File: config.mk
export PLATFORM = sky130hd
export DESIGN_NAME = seven_seg_scan
export DESIGN_NICKNAME = d
export VERILOG_FILES = /design/src/rtl/seg_pkg.sv /design/src/rtl/hex_to_seg.sv /design/src/rtl/seven_seg_scan.sv
export SDC_FILE = /design/constraint.sdc
export NUM_CORES = 1
export LEC_CHECK = 0
export BUFFER_PORTS_ARGS = -buffer_cell sky130_fd_sc_hd__buf_2
export CAP_MARGIN = 10
export CORE_UTILIZATION = 25
export CTS_CLUSTER_SIZE = 14
export DETAILED_ROUTE_END_ITERATION = 8
export SLEW_MARGIN = 30
export SYNTH_ARGS = -nofsm -noshare
export SYNTH_HDL_FRONTEND = slang
export SYNTH_HIERARCHICAL = 1
export SYNTH_SLANG_ARGS = --single-unit
File: constraint.sdc
create_clock -name clk -period 2.95 [get_ports clk]
set_input_delay 0.59 -clock clk [delete_from_list [all_inputs] [get_ports clk]]
set_output_delay 0.59 -clock clk [all_outputs]
set_load 0.02 [all_outputs]
File: src/rtl/seg_pkg.sv
// Shared constants for the seven-segment scan driver: active-low segment
// patterns (bit 6 = a .. bit 0 = g) and a width helper for index counters.
package seg_pkg;

  localparam logic [6:0] SEG_0 = 7'b0000001;
  localparam logic [6:0] SEG_1 = 7'b1001111;
  localparam logic [6:0] SEG_2 = 7'b0010010;
  localparam logic [6:0] SEG_3 = 7'b0000110;
  localparam logic [6:0] SEG_4 = 7'b1001100;
  localparam logic [6:0] SEG_5 = 7'b0100100;
  localparam logic [6:0] SEG_6 = 7'b0100000;
  localparam logic [6:0] SEG_7 = 7'b0001111;
  localparam logic [6:0] SEG_8 = 7'b0000000;
  localparam logic [6:0] SEG_9 = 7'b0000100;
  localparam logic [6:0] SEG_A = 7'b0001000;
  localparam logic [6:0] SEG_B = 7'b1100000;
  localparam logic [6:0] SEG_C = 7'b0110001;
  localparam logic [6:0] SEG_D = 7'b1000010;
  localparam logic [6:0] SEG_E = 7'b0110000;
  localparam logic [6:0] SEG_F = 7'b0111000;

  localparam logic [6:0] SEG_OFF = 7'b1111111;

  // Bits needed to hold 0..n-1, never less than one bit.
  function automatic int idx_w(input int n);
    return (n <= 1) ? 1 : $clog2(n);
  endfunction

endpackage

File: src/rtl/hex_to_seg.sv
// Combinational hex nibble to active-low seven-segment pattern decoder.
module hex_to_seg
  import seg_pkg::*;
(
  input  logic [3:0] nibble,
  output logic [6:0] seg
);

  // Table lookup of the segment pattern for the nibble.
  always_comb begin
    seg = SEG_OFF;
    case (nibble)
      4'h0: seg = SEG_0;
      4'h1: seg = SEG_1;
      4'h2: seg = SEG_2;
      4'h3: seg = SEG_3;
      4'h4: seg = SEG_4;
      4'h5: seg = SEG_5;
      4'h6: seg = SEG_6;
      4'h7: seg = SEG_7;
      4'h8: seg = SEG_8;
      4'h9: seg = SEG_9;
      4'hA: seg = SEG_A;
      4'hB: seg = SEG_B;
      4'hC: seg = SEG_C;
      4'hD: seg = SEG_D;
      4'hE: seg = SEG_E;
      4'hF: seg = SEG_F;
    endcase
  end

endmodule

File: src/rtl/seven_seg_scan.sv
// Time-multiplexed driver for NUM_DIGITS common-anode seven-segment digits.
// New values are staged in a pending register and only copied to the
// displayed register when the scan wraps, so a frame never mixes old and
// new data. A short all-dark gap after each digit switch avoids ghosting.
module seven_seg_scan
  import seg_pkg::*;
#(
  parameter  int NUM_DIGITS   = 4,
  parameter  int REFRESH_DIV  = 50000,
  parameter  int BLANK_CYCLES = 2,
  localparam int IDX_W        = idx_w(NUM_DIGITS)
) (
  input  logic                    clk,
  input  logic                    rst,
  input  logic [4*NUM_DIGITS-1:0] value,
  input  logic [NUM_DIGITS-1:0]   dp_in,
  input  logic [NUM_DIGITS-1:0]   blank_in,
  input  logic                    lz_en,
  input  logic                    load,
  output logic [6:0]              seg,
  output logic                    dp,
  output logic [NUM_DIGITS-1:0]   an,
  output logic [IDX_W-1:0]        digit_idx,
  output logic                    frame_done
);

  localparam int PRE_W = idx_w(REFRESH_DIV);
  localparam int BLK_W = idx_w(BLANK_CYCLES + 1);
  localparam logic [PRE_W-1:0] PRE_LAST = PRE_W'(REFRESH_DIV - 1);
  localparam logic [IDX_W-1:0] IDX_LAST = IDX_W'(NUM_DIGITS - 1);
  localparam logic [BLK_W-1:0] BLK_LOAD = BLK_W'(BLANK_CYCLES);

  typedef struct packed {
    logic [4*NUM_DIGITS-1:0] value;
    logic [NUM_DIGITS-1:0]   dp_mask;
    logic [NUM_DIGITS-1:0]   blank_mask;
    logic                    lz_en;
  } frame_t;

  logic [PRE_W-1:0]      prescaler;
  logic [BLK_W-1:0]      blank_cnt;
  frame_t                pending;
  frame_t                display;
  logic                  pend_valid;
  logic                  tick;
  logic                  wrap;

  logic [3:0]            nib [NUM_DIGITS];
  logic [NUM_DIGITS-1:0] zero_from;
  logic [3:0]            cur_nib;
  logic [6:0]            hex_seg;
  logic                  suppressed;
  logic                  blanked;
  logic [6:0]            seg_next;
  logic                  dp_next;
  logic [NUM_DIGITS-1:0] an_next;

  assign tick = (prescaler == PRE_LAST);
  assign wrap = tick && (digit_idx == IDX_LAST);

  // Prescaler, digit pointer and post-switch blank gap counter.
  always_ff @(posedge clk or posedge rst) begin
    if (rst) begin
      prescaler <= '0;
      digit_idx <= '0;
      blank_cnt <= '0;
    end else if (tick) begin
      prescaler <= '0;
      digit_idx <= (digit_idx == IDX_LAST) ? '0 : digit_idx + 1'b1;
      blank_cnt <= BLK_LOAD;
    end else begin
      prescaler <= prescaler + 1'b1;
      if (blank_cnt != '0) blank_cnt <= blank_cnt - 1'b1;
    end
  end

  // Pending/display shadow pair; a load on the wrap edge stays pending for the next frame.
  always_ff @(posedge clk or posedge rst) begin
    if (rst) begin
      pending    <= '0;
      display    <= '0;
      pend_valid <= 1'b0;
    end else begin
      if (wrap && pend_valid) display <= pending;
      if (load) begin
        pending    <= '{value: value, dp_mask: dp_in, blank_mask: blank_in, lz_en: lz_en};
        pend_valid <= 1'b1;
      end else if (wrap) begin
        pend_valid <= 1'b0;
      end
    end
  end

  // Split the displayed value into nibbles and flag digits with only zeros at or above them.
  always_comb begin
    zero_from = '0;
    for (int i = 0; i < NUM_DIGITS; i++) begin
      nib[i]       = display.value[4*i +: 4];
      zero_from[i] = ~|(display.value >> (4*i));
    end
  end

  assign cur_nib    = nib[digit_idx];
  assign suppressed = display.lz_en && (digit_idx != '0) && zero_from[digit_idx];
  assign blanked    = display.blank_mask[digit_idx];

  hex_to_seg u_hex (
    .nibble (cur_nib),
    .seg    (hex_seg)
  );

  // Next output values for the addressed digit, with blanking taking priority.
  always_comb begin
    seg_next = hex_seg;
    dp_next  = ~display.dp_mask[digit_idx];
    an_next  = ~(NUM_DIGITS'(1) << digit_idx);
    if (suppressed || blanked) seg_next = SEG_OFF;
    if (blanked) dp_next = 1'b1;
    if (tick || (blank_cnt != '0)) an_next = '1;
  end

  // Registered pin outputs and frame pulse.
  always_ff @(posedge clk or posedge rst) begin
    if (rst) begin
      seg        <= SEG_OFF;
      dp         <= 1'b1;
      an         <= '1;
      frame_done <= 1'b0;
    end else begin
      seg        <= seg_next;
      dp         <= dp_next;
      an         <= an_next;
      frame_done <= wrap;
    end
  end

endmodule

==> out/results.tsv, run 1 <==
metric	value	unit
port bufs	42	
post_cts resized	0	
Hold Fails Final Rpt	0	
ANT cells	0	
antenna viol nets, final	0	
final net count	376	
gp weighted congestion	0.810	
min cycle time layout	2.12	ns
Overall Power	2.34	mW
Layout Cells excl Fill	551	
Slew headroom	49.7	%
CTS HTree Levels	3	
Yosys Warn Count	6	
dpl ws	0.801	ns
detailed-route DRC error count	0	
TritonCTS Sinks	84	
Skew-Pair Late Insertion Delay	0.34	ns
Layout area overhead	18.0	%
Boundary Pins	43	
worst slew pin tran	0.753	ns
Die H	127	um
number of synthesized register bits	84	
Post-DP HPWL	5310	um
final setup violating endpoints	0	
postcts setup bufs	0	
drt first pass iters	4	
CP max FO	11	
Min Hold Slack	0.368	ns
final period utilization	72.0	%
clock-pin slew of the registers on the worst-case setup and hold paths	0.06	ns
Setup TNS Final	0	ns
max cap viols	0	
TritonCTS clock tree	built	
wire per inst	13.4	um
Die X	127	um
CP Capture Type	register	
post-synth top area share	45.9	%
first-pass GRT wire length	12700	um
Seq/Total Area, Yosys	53.9	%
hold-fix buffer count after cts	0	
total global-route track usage	10.2	%
Root Driver	clkbuf_16	
row count	45	
placed cell count	535	
share of layout cells above drive strength 1	40.9	%
via/cell ratio	4.35	
Final Cell Area	4640	um^2
synthesized cell area	3930	um^2
pwr dens	505	nW/um^2
Slew Viols, Final	0	
worst hold path class	in2async	
reg2reg start	digit_idx[1]$_DFFE_PP0N_	
Worst Path Buf+Inv	2	
library cells used by synthesis	42	
Fmax	471	MHz
Leak Pwr	2.07	nW
Syn Inst Count	290	
total grt overflow	0	
CP arrival	2.38	ns
die area	16200	um^2
RSZ-0062 raised after global routing	false	
Avg Cell Area, Syn	13.5	um^2
status	finished, final reports clean	
initial antenna violation count	0	
CP startpoint kind	register	
total CTS buffers	9	
Placed Area	4360	um^2
Max Clock Skew	0.00675	ns
CP max stage cell	dfrtp_1	
CP top delay family	multiplexers	
Synth Net Count	331	
initial DRC count	90	
reg-to-reg slack, setup	0.83	ns
final cell utilization of the core	30.4	%
synth top area cells	dfrtp_1 (46%), mux2_2 (8.6%), dfstp_2 (8.0%)	
critical path's largest stage delay	0.60	ns
vias post-DR	2396	
Worst EP required	3.21	ns
VDD IR max	273	uV
R2R cell count	7	
r2r endpoint	seg[3]$_DFF_PP1_	
crit-path cells	mux4_2, inv_1, ha_1, inv_1, mux4_2, nor2_1, nand2_1	
drt total wl	7380	um
Crit Path Category	reg2reg	
area leader, netlist	dfrtp_1	
placeable core area	15300	um^2
min setup slack post-route	0.827	ns
largest net degree at the start of global routing	43	
clock buffer depth	2	
Starting Density	25.7	%
number of global-route vias before repair	2471	
Critical path origin	digit_idx[1]$_DFFE_PP0N_	
layout by cell type (no fill, tap or decap), types with 2 or more instances in the layout:
| cell type | synthesis | layout |
|---|---|---|
| and4bb_2 | 3 | 3 |
| nand3_1 | 9 | 9 |
| o21ai_0 | 4 | 4 |
| clkinvlp_4 | 0 | 3 |
| clkbuf_16 | 0 | 9 |
| nand2_1 | 18 | 18 |
| o211ai_1 | 3 | 3 |
| nor4_1 | 4 | 4 |
| dfrtp_1 | 72 | 72 |
| and4_1 | 2 | 2 |
| mux4_2 | 7 | 7 |
| buf_2 | 2 | 42 |
| mux2i_1 | 7 | 7 |
| buf_4 | 0 | 3 |
| or3_1 | 2 | 2 |
| o21ai_1 | 2 | 2 |
| a21oi_1 | 4 | 4 |
| nand2b_1 | 3 | 3 |
| ha_1 | 13 | 13 |
| nor2_1 | 21 | 21 |
| and3_1 | 4 | 4 |
| clkinv_2 | 0 | 2 |
| mux2_2 | 30 | 30 |
| nand4_2 | 2 | 2 |
| dfstp_2 | 12 | 12 |
| xor2_1 | 7 | 7 |
| inv_1 | 10 | 9 |
| o31ai_1 | 2 | 2 |
| mux2_4 | 20 | 20 |
| xnor2_1 | 4 | 4 |
| nand4_1 | 3 | 3 |
cell usage after synthesis:
master    number
a211o_1        1
a21o_1         1
a21oi_1        4
a31oi_1        1
a32o_1         1
and2_1         1
and3_1         4
and4_1         2
and4bb_2       3
buf_1          2
buf_12         2
buf_2          2
buf_6          1
clkbuf_1       4
clkbuf_2       1
dfrtp_1       72
dfstp_2       12
ha_1          13
inv_1         10
mux2_2        30
mux2_4        20
mux2i_1        7
mux4_2         7
nand2_1       18
nand2b_1       3
nand3_1        9
nand3b_1       1
nand4_1        3
nand4_2        2
nor2_1        21
nor2_4         1
nor3_1         1
nor4_1         4
nor4b_2        1
nor4b_4        1
o211ai_1       3
o21ai_0        4
o21ai_1        2
o31ai_1        2
or3_1          2
xnor2_1        4
xor2_1         7
registers in the layout, indices dropped and copies added, names as in the netlist:
| name | flops |
|---|---|
| display | 25 |
| pending | 25 |
| prescaler | 16 |
| seg | 7 |
| an | 4 |
| blank_cnt | 2 |
| digit_idx | 2 |
| dp | 1 |
| frame_done | 1 |
| pend_valid | 1 |
kinds of logic after synthesis:
logic type / share of synthesized area [%]
xor+xnor: 2.45
buf+inv: 3.22
simple gates: 11.2
flops: 53.9
mux: 22.0
fa+ha+maj: 4.14
compound gates: 3.06
worst register-to-register path, stage by stage (launching register included):
cell and delay (ns):
dfrtp_1 0.60, mux4_2 0.37, inv_1 0.12, ha_1 0.30, inv_1 0.05, mux4_2 0.45
nor2_1 0.11, nand2_1 0.06
worst max path at each step:
stage | slack, ns | depth (start not counted) | endpoint
floorplan | 0.21 | 1 | blank_cnt[0]$_DFFE_PP0P_
global placement | 0.89 | 7 | seg[3]$_DFF_PP1_
detailed placement | 0.80 | 7 | seg[3]$_DFF_PP1_
CTS | 0.79 | 7 | seg[3]$_DFF_PP1_
global route | 0.62 | 8 | seg[5]$_DFF_PP1_
finish | 0.83 | 7 | seg[3]$_DFF_PP1_
final cells by class:
type	count	area, um^2
Fill cell	1519	10600
Sequential cell	84	2120
Multi-Input combinational cell	184	1690
Tap cell	211	264
Timing Repair Buffer	46	253
Clock buffer	11	243
Inverter	10	38.8
Clock inverter	5	36.3
power by group:
part	total (mW)	switching, mW	internal [mW]
Combinational	0.0903	0.0430	0.0473
Sequential	1.21	0.0199	1.19
Clock	1.04	0.451	0.594
Total	2.34	0.514	1.83
per-layer routing:
layer | share of wire, % | up-vias | global-route usage, %
met4 | 1.6 | 0 | 4.13
met2 | 46 | 48 | 15.4
li1 | - | 1123 | -
met1 | 47 | 1216 | 13.2
met5 | 0 | - | 0
met3 | 5.4 | 9 | 3.60
Note: power is estimated with default switching activity, not from simulation.
==> run 2: changes to the inputs <==
Settings changed: ABC_AREA set to 1.
Clock period 2.95 ns to 1.9 ns, I/O delays scaled along.
==> out/results.tsv, run 2 <==
metric	value	unit	change
status	finished, final reports clean		
commonest non-fill, non-tap cell in the layout	nand2_1		
Slew Viols, Final	0		unchanged
gp weighted congestion	0.848		+4.7%
top_reg_cell synth	dfrtp_1		
Fmax	564	MHz	+20%
final cell utilization of the core	31.2	%	+0.86 points
Post-Synth XOR/XNOR Area	1.27	%	-1.2 points
commonest cells after routing, fill and taps aside	nand2_1 (187), dfrtp_1 (71), nor2_1 (52), buf_2 (42), inv_1 (37)		
WL met3	371	um	-6.5%
Post-synth EDFFs	0		unchanged
Die H	131	um	+2.7%
final period utilization	93.2	%	+21 points
area leader, netlist	dfrtp_1		
biggest regs	display x25, pending x25, prescaler x16		
CP startpoint kind	register		
Layout area overhead	20.9	%	
Max Clock Skew	0.00866	ns	+0.00190 ns
Hold Fails Final Rpt	0		unchanged
total grt overflow	0		unchanged
most common cell in the netlist	nand2_1		
RSZ-0062 raised after global routing	false		
met2 wire length	4120	um	+22%
met1 wire length	4610	um	+32%
pwr dens	784	nW/um^2	+55%
via/cell ratio	4.30		-1.1%
drt first pass iters	4		unchanged
Worst EP required	2.14	ns	-1.07 ns
critical path's largest stage delay	0.36	ns	-0.24 ns
port bufs	42		unchanged
placeable core area	16100	um^2	+5.2%
Slew headroom	49.2	%	-0.50 points
ANT cells	0		unchanged
largest net degree at the start of global routing	30		-30%
total global-route track usage	12.1	%	+1.9 points
number of synthesized register bits	84		unchanged
clock buffer depth	2		unchanged
worst hold path class	in2async		
Yosys Warn Count	6		unchanged
TritonCTS Sinks	84		unchanged
share of layout cells above drive strength 1	18.9	%	-22 points
Post-DP HPWL	6470	um	+22%
Leak Pwr	2.61	nW	+26%
Boundary Pins	43		unchanged
CP arrival	2.01	ns	-0.37 ns
antenna viol nets, final	0		unchanged
CP max FO	14		+3
Crit Path Category	reg2reg		
wire per inst	11.7	um	-13%
hold-fix buffer count after cts	0		unchanged
CP top delay family	compound AO/OA/AOI/OAI gates		
ys async rst share	100	%	unchanged
vias post-DR	3363		+40%
worst slew pin tran	0.757	ns	+0.00377 ns
final net count	602		+60%
post-synth top area share	43.4	%	-2.4 points
Starting Density	25.8	%	+0.089 points
library cells used by synthesis	31		-26%
initial DRC count	214		+140%
Root Driver	clkbuf_16		
CTS HTree Levels	3		unchanged
die area	17100	um^2	+5.5%
Synth top cells by count	nand2_1 (187), dfrtp_1 (72), nor2_1 (52)		
main combinational cell family by area after synthesis	simple AND/OR/NAND/NOR gates		
number of global-route vias before repair	3318		+34%
row count	46		+2.2%
VDD IR max	501	uV	+83%
final setup violating endpoints	0		unchanged
synth top area cells	dfrtp_1 (43%), nand2_1 (17%), dfstp_2 (7.6%)		
Avg Cell Area, Syn	8.15	um^2	-40%
detailed-route DRC error count	0		unchanged
max cap viols	0		unchanged
Skew-Pair Late Insertion Delay	0.33	ns	about the same
first-pass GRT wire length	16200	um	+28%
uppermost layer routed	met4		
Adder-Cell Fraction of Synth Area	3.92	%	-0.22 points
CP Capture Type	register		
CP max stage cell	dfrtp_2		
initial antenna violation count	0		unchanged
min cycle time layout	1.77	ns	-0.351 ns
Worst Path Buf+Inv	3		+1
clock-pin slew of the registers on the worst-case setup and hold paths	0.06	ns	about the same
complex-gate fraction of the synthesized area	4.43	%	+1.4 points
simple-gate area share of the yosys netlist	31.6	%	+20 points
Min Hold Slack	0.0389	ns	-0.330 ns
fraction of synthesized area in multiplexers	0	%	-22 points
Setup TNS Final	0	ns	unchanged
total CTS buffers	9		unchanged
drt total wl	9150	um	+24%
Seq/Total Area, Yosys	51.0	%	-2.9 points
synthesized cell area	4150	um^2	+5.6%
Synth Net Count	550		+66%
Syn Inst Count	509		+76%
Die X	131	um	+2.7%
crit-path cells	buf_4, o21ai_0, o22ai_2, inv_2, ha_1, nand2_1, nand3_1, nand2_1, inv_1, nand3_1		
TritonCTS clock tree	built		
## run 2: cell types whose count changed in the layout (fill, tap and decap cells not counted), sizes merged, moves of 5 or more
| cell | delta |
|---|---|
| nand4 | +25 |
| nand3 | +20 |
| buf | +16 |
| o21ai | +14 |
| inv | +33 |
| mux4 | -7 |
| nor2 | +34 |
| mux2i | -7 |
| o22ai | +5 |
| nand2 | +170 |
| mux2 | -50 |
## run 2: worst reg2reg max path, cell delays in order (launching register included)
cell	delay, ns
dfrtp_2	0.36
buf_4	0.18
o21ai_0	0.12
o22ai_2	0.30
inv_2	0.11
ha_1	0.31
nand2_1	0.06
nand3_1	0.07
nand2_1	0.05
inv_1	0.04
nand3_1	0.06
## run 2: power by group
part           internal (mW)  switching, mW  leakage [nW]
sequential              1.84         0.0262          1.06
clock                   1.23          0.702         0.166
combinational         0.0536         0.0859          1.38
total                   3.12          0.814          2.61
## run 2: path summary, 6_finish.rpt
| kind | startpoint | to | slack (ns) | depth (start not counted) |
|---|---|---|---|---|
| min reg2reg | pending[23]$_DFFE_PP0P_ | pending[23]$_DFFE_PP0P_ | 0.47 | 2 |
| max | digit_idx[0]$_DFFE_PP0N_ | seg[3]$_DFF_PP1_ | 0.13 | 10 |
| min in group clk | value[7] | pending[16]$_DFFE_PP0P_ | 0.24 | 3 |
| min | rst | pending[1]$_DFFE_PP0P_ | 0.04 | 2 |
| max reg2reg | digit_idx[0]$_DFFE_PP0N_ | seg[3]$_DFF_PP1_ | 0.13 | 10 |
| max in group asynchronous | rst | dp$_DFF_PP1_ | 1.31 | 3 |
## run 2: metrics by stage
stage          std cells  instance area (um^2)  power, mW  worst slack, ns
3_5_place_dp         761                  4640       2.04            0.112
5_1_grt              782                  5020       4.10          0.00420
4_1_cts              777                  4980       3.99           0.0815
6_report             782                  5020       3.93            0.128
2_1_floorplan        509                  4170       1.97           0.0232
3_3_place_gp         761                  4640       2.04            0.172
## run 2: kinds of logic (layout without fill, tap and decap cells)
family / count (synthesis) / after routing
simple gates: 307 / 307
flops: 84 / 84
buf+inv: 66 / 123
compound gates: 33 / 33
fa+ha+maj: 13 / 13
xor+xnor: 6 / 6
## run 2: cell type report
class / count / area (um^2)
Clock buffer: 11 / 253
Clock inverter: 5 / 82.6
Fill cell: 1694 / 11000
Inverter: 45 / 173
Multi-Input combinational cell: 359 / 1720
Sequential cell: 84 / 2120
Tap cell: 216 / 270
Timing Repair Buffer: 62 / 398
## run 2: what timing repair did
item | in CTS | in global routing
gates resized for setup | 0 | 3
endpoints found under the hold margin | 0 | 0
setup endpoints to repair | 0 | 6
setup buffers | 0 | 5
## run 2: routing by layer
| metal | track usage, % | vias up |
|---|---|---|
| met5 | 0 | - |
| met4 | 3.45 | 0 |
| met3 | 2.85 | 4 |
| met2 | 18.2 | 64 |
| met1 | 17.1 | 1568 |
| li1 | - | 1727 |
==> run 3: changes to the inputs <==
--- a/config.mk
+++ b/config.mk
@@ -13,2 +13,3 @@
 export DETAILED_ROUTE_END_ITERATION = 8
+export PLACE_DENSITY = 0.44
 export SLEW_MARGIN = 30
==> constraint.sdc (replaced) <==
create_clock -name clk -period 1.6 [get_ports clk]
set_input_delay 0.16 -clock clk [delete_from_list [all_inputs] [get_ports clk]]
set_output_delay 0.16 -clock clk [all_outputs]
set_load 0.02 [all_outputs]
==> out/results.tsv, run 3 (synthesis results as in run 2) <==
metric	value	unit	change
power share of the clock group	46.9	%	-2.2 points
Layout area overhead	34.0	%	
FF/Latch Area	2120	um^2	about the same
Die X	131	um	unchanged
commonest non-fill, non-tap cell in the layout	nand2_1		
gp weighted congestion	0.808		-4.7%
largest net degree at the start of global routing	85		+180%
Final Cell Area	5560	um^2	+11%
R2R cell count	10		unchanged
CP Capture Type	register		
total grt overflow	0		unchanged
clock buffer depth	2		unchanged
clock-pin slew of the registers on the worst-case setup and hold paths	0.06	ns	about the same
r2r endpoint	seg[2]$_DFF_PP1_		
RSZ-0062 raised after global routing	true		
drt first pass iters	4		unchanged
min setup slack post-route	-0.0329	ns	-0.161 ns
antenna viol nets, final	0		unchanged
final period utilization	102	%	+8.8 points
Leak Pwr	2.79	nW	+7.0%
placeable core area	16100	um^2	unchanged
CP max stage cell	dfrtp_2		
number of global-route vias before repair	3430		+3.4%
via/cell ratio	4.34		+0.84%
total CTS buffers	9		unchanged
Post-DP HPWL	7010	um	+8.3%
drt total wl	10800	um	+18%
port bufs	42		unchanged
CP startpoint kind	register		
Max Clock Skew	0.00711	ns	-0.00155 ns
vias post-DR	3504		+4.2%
Worst EP required	1.89	ns	-0.25 ns
ANT cells	0		unchanged
final setup violating endpoints	6		+6
Slew headroom	50.9	%	+1.7 points
crit-path cells	clkinv_2, buf_4, o21ai_0, o22ai_2, buf_4, inv_2, nand3_1, nand2_1, inv_1, nand3_1		
final net count	628		+4.3%
switching power	1.03	mW	+26%
Placed Area	4840	um^2	+4.1%
worst slew pin tran	0.731	ns	-0.0253 ns
Root Driver	clkbuf_16		
TritonCTS clock tree	built		
Crit Path Category	reg2reg		
initial antenna violation count	0		unchanged
Fmax	612	MHz	+8.5%
critical path's largest stage delay	0.46	ns	+0.10 ns
first-pass GRT wire length	17100	um	+5.4%
Net Sw Frac	22.9	%	+2.2 points
CP arrival	1.92	ns	-0.09 ns
reg-to-reg slack, setup	-0.03	ns	-0.16 ns
failing checks	negative setup slack		
pwr dens	806	nW/um^2	+2.8%
Fillers	1678		-0.94%
VDD IR max	499	uV	-0.24%
wire per inst	13.3	um	+14%
Skew-Pair Late Insertion Delay	0.35	ns	+0.02 ns
final cell utilization of the core	34.6	%	+3.4 points
status	finished with violations		
Setup TNS Final	-0.112	ns	-0.112 ns
CP max FO	7		-7
Starting Density	25.8	%	unchanged
CTS HTree Levels	3		unchanged
die area	17100	um^2	unchanged
commonest cells after routing, fill and taps aside	nand2_1 (183), dfrtp_1 (70), nor2_1 (43), buf_2 (42), inv_1 (34)		
reg2reg start	digit_idx[1]$_DFFE_PP0N_		
share of layout cells above drive strength 1	28.0	%	+9.1 points
Slew Viols, Final	0		unchanged
worst hold path class	in2reg		
share of power burned in registers	49.4	%	+2.0 points
Hold Fails Final Rpt	0		unchanged
crit path to	seg[2]$_DFF_PP1_		
Boundary Pins	43		unchanged
detailed-route DRC error count	0		unchanged
Die H	131	um	unchanged
initial DRC count	189		-12%
Layout Cells excl Fill	808		+3.3%
biggest regs	display x25, pending x25, prescaler x16		
Comb pwr share	3.6	%	about the same
min cycle time layout	1.63	ns	-0.139 ns
Pint	3.45	mW	+11%
max cap viols	0		unchanged
total global-route track usage	13.1	%	+1.0 points
row count	46		unchanged
area of the multi-input gates	1930	um^2	+12%
Overall Power	4.48	mW	+14%
TritonCTS Sinks	84		unchanged
placed cell count	774		+1.7%
Critical path origin	digit_idx[1]$_DFFE_PP0N_		
## run 3: how the worst min path moves through the flow
stage,from,end,slack [ns],cells after the start
6_report,value[2],pending[11]$_DFFE_PP0P_,0.01,3
5_1_grt,value[1],pending[10]$_DFFE_PP0P_,0.002,3
4_1_cts,value[5],pending[14]$_DFFE_PP0P_,0.0001,3
3_5_place_dp,rst,pending[6]$_DFFE_PP0P_,0.33,3
3_3_place_gp,rst,prescaler[0]$_DFF_PP0_,0.32,3
2_1_floorplan,value[13],pending[22]$_DFFE_PP0P_,0.27,2
## run 3: repair_timing
item / CTS / global route
resized for setup: 14 / 37
setup buffers: 3 / 2
hold buffers: 4 / 0
endpoints found under the setup margin: 9 / 39
gates cloned: 1 / 8
pin swaps: 1 / 15
hold endpoints to repair: 75 / 0
## run 3: cell type report
class                           instances  area share, %
Clock buffer                           10           4.12
Clock inverter                          6           1.17
Inverter                               45           3.31
Multi-Input combinational cell        359           34.8
Sequential cell                        84           38.1
Tap cell                              216           4.86
Timing Repair Buffer                   87           13.6
Timing Repair inverter                  1         0.0900
## run 3: worst max-delay path, delay by kind of cell (launching register included)
kind	cells	cell delay (ns)
compound gates	2	0.20
flops	1	0.46
simple gates	3	0.23
buf+inv	5	0.68
## run 3: per-layer routing
metal / vias to the layer above / GRT usage, % / wire length, um
met4: 0 / 5.34 / 202
li1: 1786 / - / -
met2: 73 / 19.7 / 4820
met3: 17 / 3.54 / 497
met1: 1628 / 17.7 / 5230
met5: - / 0 / 0
## run 3: stage by stage
| step | setup WS (ns) | hold slack (ns) |
|---|---|---|
| 2_1_floorplan | -0.130 | 0.272 |
| 3_5_place_dp | -0.0696 | 0.330 |
| 3_3_place_gp | -0.0539 | 0.324 |
| 4_1_cts | -0.00712 | 0.000104 |
| 5_1_grt | -0.142 | 0.00161 |
| 6_report | -0.0329 | 0.0105 |
## run 3: power by group through the flow
stage | combinational (mW) | clock, mW | sequential [mW]
after global placement | 0.160 | 0 | 2.25
after CTS | 0.171 | 2.16 | 2.21
after global routing | 0.195 | 2.26 | 2.22
final | 0.162 | 2.10 | 2.21
after detailed placement | 0.163 | 0 | 2.25
after floorplan | 0.0956 | 0 | 2.24
